--- src/rtl/cpu_pkg.sv ---
// Shared CPU datapath constants used by the execute-stage blocks.
package cpu_pkg;

    localparam int XLEN      = 32;
    localparam int REG_IDX_W = 5;

endpackage

--- src/rtl/operand_fwd_sel.sv ---
// Forward select for one source operand: x0 -> 0, then MEM, then WB, else the default value.
module operand_fwd_sel #(
    parameter int XLEN      = cpu_pkg::XLEN,
    parameter int REG_IDX_W = cpu_pkg::REG_IDX_W
) (
    input  logic [REG_IDX_W-1:0] idx,
    input  logic [XLEN-1:0]      dflt,
    input  logic                 mem_wr_en,
    input  logic [REG_IDX_W-1:0] mem_wr_rd,
    input  logic [XLEN-1:0]      mem_wr_data,
    input  logic                 wb_wr_en,
    input  logic [REG_IDX_W-1:0] wb_wr_rd,
    input  logic [XLEN-1:0]      wb_wr_data,
    output logic [XLEN-1:0]      value
);

    always_comb begin
        value = dflt;
        if (idx == '0) begin
            value = '0;
        end else if (mem_wr_en && (mem_wr_rd == idx)) begin
            value = mem_wr_data;
        end else if (wb_wr_en && (wb_wr_rd == idx)) begin
            value = wb_wr_data;
        end
    end

endmodule

--- src/rtl/ex_operand_stage.sv ---
// ID/EX operand register feeding the execute-stage add/sub unit.
// Define EX_OPERAND_FWD_EN to enable MEM/WB forwarding and refresh of a held entry.
module ex_operand_stage #(
    parameter int XLEN      = cpu_pkg::XLEN,
    parameter int REG_IDX_W = cpu_pkg::REG_IDX_W
) (
    input  logic                 clk,
    input  logic                 rst,
    input  logic                 flush,
    input  logic                 in_valid,
    output logic                 in_ready,
    input  logic [REG_IDX_W-1:0] in_rs1_idx,
    input  logic [REG_IDX_W-1:0] in_rs2_idx,
    input  logic [XLEN-1:0]      in_rs1_val,
    input  logic [XLEN-1:0]      in_rs2_val,
    input  logic [XLEN-1:0]      in_imm,
    input  logic                 in_use_imm,
    input  logic                 in_sub,
    input  logic [REG_IDX_W-1:0] in_rd,
    input  logic                 mem_wr_en,
    input  logic [REG_IDX_W-1:0] mem_wr_rd,
    input  logic [XLEN-1:0]      mem_wr_data,
    input  logic                 wb_wr_en,
    input  logic [REG_IDX_W-1:0] wb_wr_rd,
    input  logic [XLEN-1:0]      wb_wr_data,
    output logic                 out_valid,
    input  logic                 out_ready,
    output logic [XLEN-1:0]      out_a,
    output logic [XLEN-1:0]      out_b,
    output logic                 out_sub,
    output logic [REG_IDX_W-1:0] out_rd
);

    logic            capture;
    logic [XLEN-1:0] cap_a;
    logic [XLEN-1:0] cap_b_reg;

    assign in_ready = ~out_valid | out_ready;
    assign capture  = in_valid & in_ready & ~flush;

`ifdef EX_OPERAND_FWD_EN
    logic [REG_IDX_W-1:0] rs1_q;
    logic [REG_IDX_W-1:0] rs2_q;
    logic                 use_imm_q;
    logic [XLEN-1:0]      ref_a;
    logic [XLEN-1:0]      ref_b;

    operand_fwd_sel #(.XLEN(XLEN), .REG_IDX_W(REG_IDX_W)) u_cap_rs1 (
        .idx(in_rs1_idx), .dflt(in_rs1_val),
        .mem_wr_en(mem_wr_en), .mem_wr_rd(mem_wr_rd), .mem_wr_data(mem_wr_data),
        .wb_wr_en(wb_wr_en), .wb_wr_rd(wb_wr_rd), .wb_wr_data(wb_wr_data),
        .value(cap_a)
    );

    operand_fwd_sel #(.XLEN(XLEN), .REG_IDX_W(REG_IDX_W)) u_cap_rs2 (
        .idx(in_rs2_idx), .dflt(in_rs2_val),
        .mem_wr_en(mem_wr_en), .mem_wr_rd(mem_wr_rd), .mem_wr_data(mem_wr_data),
        .wb_wr_en(wb_wr_en), .wb_wr_rd(wb_wr_rd), .wb_wr_data(wb_wr_data),
        .value(cap_b_reg)
    );

    // Refresh path: the stored operand is the default, so a miss keeps it unchanged.
    operand_fwd_sel #(.XLEN(XLEN), .REG_IDX_W(REG_IDX_W)) u_ref_rs1 (
        .idx(rs1_q), .dflt(out_a),
        .mem_wr_en(mem_wr_en), .mem_wr_rd(mem_wr_rd), .mem_wr_data(mem_wr_data),
        .wb_wr_en(wb_wr_en), .wb_wr_rd(wb_wr_rd), .wb_wr_data(wb_wr_data),
        .value(ref_a)
    );

    operand_fwd_sel #(.XLEN(XLEN), .REG_IDX_W(REG_IDX_W)) u_ref_rs2 (
        .idx(rs2_q), .dflt(out_b),
        .mem_wr_en(mem_wr_en), .mem_wr_rd(mem_wr_rd), .mem_wr_data(mem_wr_data),
        .wb_wr_en(wb_wr_en), .wb_wr_rd(wb_wr_rd), .wb_wr_data(wb_wr_data),
        .value(ref_b)
    );
`else
    logic unused_fwd_ports;

    assign cap_a            = in_rs1_val;
    assign cap_b_reg        = in_rs2_val;
    assign unused_fwd_ports = ^{in_rs1_idx, in_rs2_idx, mem_wr_en, mem_wr_rd, mem_wr_data,
                                wb_wr_en, wb_wr_rd, wb_wr_data};
`endif

    always_ff @(posedge clk or posedge rst) begin
        if (rst) begin
            out_valid <= 1'b0;
            out_a     <= '0;
            out_b     <= '0;
            out_sub   <= 1'b0;
            out_rd    <= '0;
`ifdef EX_OPERAND_FWD_EN
            rs1_q     <= '0;
            rs2_q     <= '0;
            use_imm_q <= 1'b0;
`endif
        end else if (flush) begin
            out_valid <= 1'b0;
        end else if (capture) begin
            out_valid <= 1'b1;
            out_a     <= cap_a;
            out_b     <= in_use_imm ? in_imm : cap_b_reg;
            out_sub   <= in_sub & ~in_use_imm;
            out_rd    <= in_rd;
`ifdef EX_OPERAND_FWD_EN
            rs1_q     <= in_rs1_idx;
            rs2_q     <= in_rs2_idx;
            use_imm_q <= in_use_imm;
`endif
        end else if (out_ready) begin
            out_valid <= 1'b0;
        end else if (out_valid) begin
`ifdef EX_OPERAND_FWD_EN
            out_a <= ref_a;
            if (!use_imm_q) begin
                out_b <= ref_b;
            end
`endif
        end
    end

endmodule

--- config.mk ---
export PLATFORM = sky130hd
export DESIGN_NAME = ex_operand_stage
export DESIGN_NICKNAME = d
export VERILOG_FILES = /design/src/rtl/cpu_pkg.sv /design/src/rtl/operand_fwd_sel.sv /design/src/rtl/ex_operand_stage.sv
export SDC_FILE = /design/constraint.sdc
export NUM_CORES = 1
export LEC_CHECK = 0
export CAP_MARGIN = 20
export CORE_AREA = 2 2 104 106
export CTS_CLUSTER_SIZE = 14
export DETAILED_ROUTE_END_ITERATION = 7
export DIE_AREA = 0 0 106 108
export GPL_TIMING_DRIVEN = 0
export PLACE_DENSITY_LB_ADDON = 0.25
export SYNTH_ARGS = -nofsm -noshare
export SYNTH_HDL_FRONTEND = slang
export SYNTH_SLANG_ARGS = --single-unit
--- constraint.sdc ---
create_clock -name clk -period 3.1 [get_ports clk]
set_clock_uncertainty 0.05 [all_clocks]
set_input_delay 0.62 -clock clk [delete_from_list [all_inputs] [get_ports clk]]
set_output_delay 0.62 -clock clk [all_outputs]
set_load 0.02 [all_outputs]
==> flow_results.org <==
** Placed design
- The HPWL after detailed placement is 5.70 mm.
- The placed instances occupy a cell area of 0.00506 mm2.
- Port Buf Inserts :: 178
- At the end of routability-driven placement, the weighted congestion stood at 0.701.
- Before CTS, the worst setup slack after placement is 577 ps.

** Clock tree
- Number of clock sinks :: 71
- Clock tree synthesis inserted a total of 9 buffers.
- TritonCTS clock tree :: built
- Clock-pin slew was measured on the worst setup and hold paths at 70 ps.
- The H-tree generated during clock tree synthesis spans 3 levels.
- In this run, post-CTS hold repair placed 0 buffers.
- Maximum number of buffers from clock root to sink :: 2
- Buffer count from post-CTS setup fixing :: 0
- Root buf cell :: clkbuf_8
- Post-CTS Resized :: 0
- Clock latency reported for the late side of the worst-skew pair :: 330 ps

** Route
- For this run, design rule violations remaining after detail routing come to 0.
- Post-route ant nets :: 0
- Initial DRC Count :: 54
- First-pass iteration count of the detailed router :: 4
- Aggregate routed wire length :: 7.52 mm
- The routed layout has 2242 vias.
- After detailed routing, the average wire length per cell comes to 14.4 um.
- Via density per instance :: 4.30

** Yosys
- After Yosys synthesis, XOR and XNOR cells account for 0% of the synthesized area.
- The synthesized netlist devotes 1.50% of its cell area to simple gates.
- Synthesis produced a netlist with a net count of 385.
- The number of different library cells used by synthesis comes to 10.
- For this run, the number of Yosys warnings is 0.
- In the synthesized netlist, the number of instances is 191.
- The share of the Yosys chip area taken by registers is 57.7%.
- Summing the areas of all fa, ha and maj instances in the mapped netlist gives 0% of the synthesized area.
- The synthesized netlist occupies a cell area of 0.00308 mm2.
- Synthesized flop and latch total :: 71
- Share of synthesized area spent on multiplexers :: 37.3%
- Compound-Gate Fraction of Synth Area :: 0%
- Largest family of logic cells by synthesized area :: multiplexers
- Mean cell area of the mapped netlist :: 16.1 um2

** Setup path
- Crit start category :: input pin
- The worst setup path is captured at an output port.
- Worst path arrival time :: 1850 ps
- Of all nets on the critical path, the largest fanout is 3.
- Worst Path Class, Setup :: in2out
- Required time reported for the critical path endpoint :: 2430 ps

** Timing
- The worst pin sits at a relative slew slack of 62.8%.
- Max Fclk :: 0.397 GHz
- Post-route minimum period :: 2520 ps
- The final critical path takes up 81.2% of the cycle.
- Final hold violation count :: 0
- Count of endpoints failing setup in the final report :: 0
- Pin slew with the least headroom to its limit :: 558 ps
- Unrepaired setup endpoints after global routing :: no
- The final count of pins violating max slew was 0.
- Setup WS post-layout :: 582 ps

** Global route
- Global routing used 13.4% of the available tracks across all layers.
- Entering global routing, the biggest net connects 47 pins.
- Initial antenna violation count :: 0
- For this run the aggregate overflow at the end of global routing stands at 0.
- The number of global-route vias before repair is 2521.
- First-pass GRT wire length :: 11.9 mm

** Run
- Across the run, the number of max-cap violations was 0.

** Worst hold path
- The path class of the tightest hold or removal check is reg2reg.

** Power
- In this run the static leakage power is 2.10 nW.
- Power Density :: 543 mW/mm2
- Worst IR drop on VDD :: 0.259 mV

** Floorplanning
- Core area :: 0.0102 mm2
- Row cnt :: 37
- Once the floorplan was initialized, standard cells occupied 30.1% of the core.
- In this run the vertical extent of the chip is 108 um.
- The die covers 0.0114 mm2.
- Total I/O pin count :: 266
- Die W :: 106 um

** Cells and area
- The repair_antennas step left the layout with diodes totalling 0.
- Relative to the synthesized area, the layout overhead comes to 70.2%.
- Final Net Count :: 575
- Share of layout cells above drive strength 1 :: 33.5%
- After routing the design area is 0.00524 mm2.

** Outcome
- Result of the run :: completed
==> cells by family after synthesis <==
family | after synthesis
mux | 102
flops | 71
buf+inv | 13
simple gates | 5
==> path summary, 6_finish.rpt <==
kind / start / end / slack (ps) / depth (start not counted)
min reg2reg: out_b[17] / out_b[17] / 460 / 1
max: out_ready / in_ready / 580 / 4
max reg2reg: out_valid / out_a[7] / 1330 / 4
max in group asynchronous: rst / out_a[22] / 1900 / 3
min: out_b[17] / out_b[17] / 460 / 1
min in group asynchronous: rst / out_a[12] / 560 / 2
==> cell usage in the layout, fill, tap and decap left out, drive strengths merged <==
cell | Yosys | final
clkinv | 0 | 2
dfrtp | 71 | 71
bufinv | 0 | 1
nor2b | 2 | 2
buf | 10 | 11
nor3b | 1 | 1
clkbuf | 1 | 12
inv | 2 | 2
clkinvlp | 0 | 1
clkdlybuf4s50 | 0 | 178
mux2 | 102 | 102
nor2 | 2 | 2
==> synth_stat cells, drive strengths merged <==
cell | instances | area share (%)
nor3b | 1 | 0.61
inv | 2 | 0.24
nor2b | 2 | 0.65
buf | 10 | 3.1
mux2 | 102 | 37
nor2 | 2 | 0.24
clkbuf | 1 | 0.12
dfrtp | 71 | 58
==> stage by stage <==
stage / utilization (%) / cells / power (mW) / hold slack (ps) / setup TNS (ps)
global route: 51.2 / 521 / 3.01 / 472 / 0
floorplan: - / 191 / 1.64 / 586 / 0
detailed placement: 49.4 / 506 / 2.18 / 444 / 0
global placement: 49.2 / 505 / 2.16 / 439 / -50890
finish: 51.2 / 521 / 2.84 / 457 / 0
CTS: 51.2 / 521 / 2.90 / 462 / 0
==> report_power, final <==
part | switching, mW | leakage, nW | internal (mW)
Combinational | 0.405 | 1.18 | 0.573
Sequential | 0.0797 | 0.837 | 1.09
Clock | 0.328 | 0.0892 | 0.365
==> flip-flops by register name, indices dropped and copies added (netlist names) <==
register	cells
out_b	32
out_rd	5
out_a	32
out_sub	1
out_valid	1
==> worst max-delay path, stage by stage <==
cell	delay, ps
clkdlybuf4s50_1	510
nor2b_4	70
inv_1	50
clkdlybuf4s50_1	610
==> routing by layer <==
metal  GRT usage (%)  vias to the layer above  part of all wire (%)
met1            14.9                     1075                    40
met4            3.10                        0                   1.0
met2            22.8                      105                    49
li1                -                     1057                     -
met5               0                        -                     0
met3            6.87                        5                    10
==> final cells by class <==
type | count | area (um2)
Inverter | 2 | 10.0
Buffer | 11 | 97.6
Sequential cell | 71 | 1780
Clock inverter | 4 | 47.5
Fill cell | 904 | 4990
Timing Repair Buffer | 179 | 1810
Tap cell | 136 | 170
Multi-Input combinational cell | 107 | 1190
Clock buffer | 11 | 131
Power figures use the tool's default switching activity.
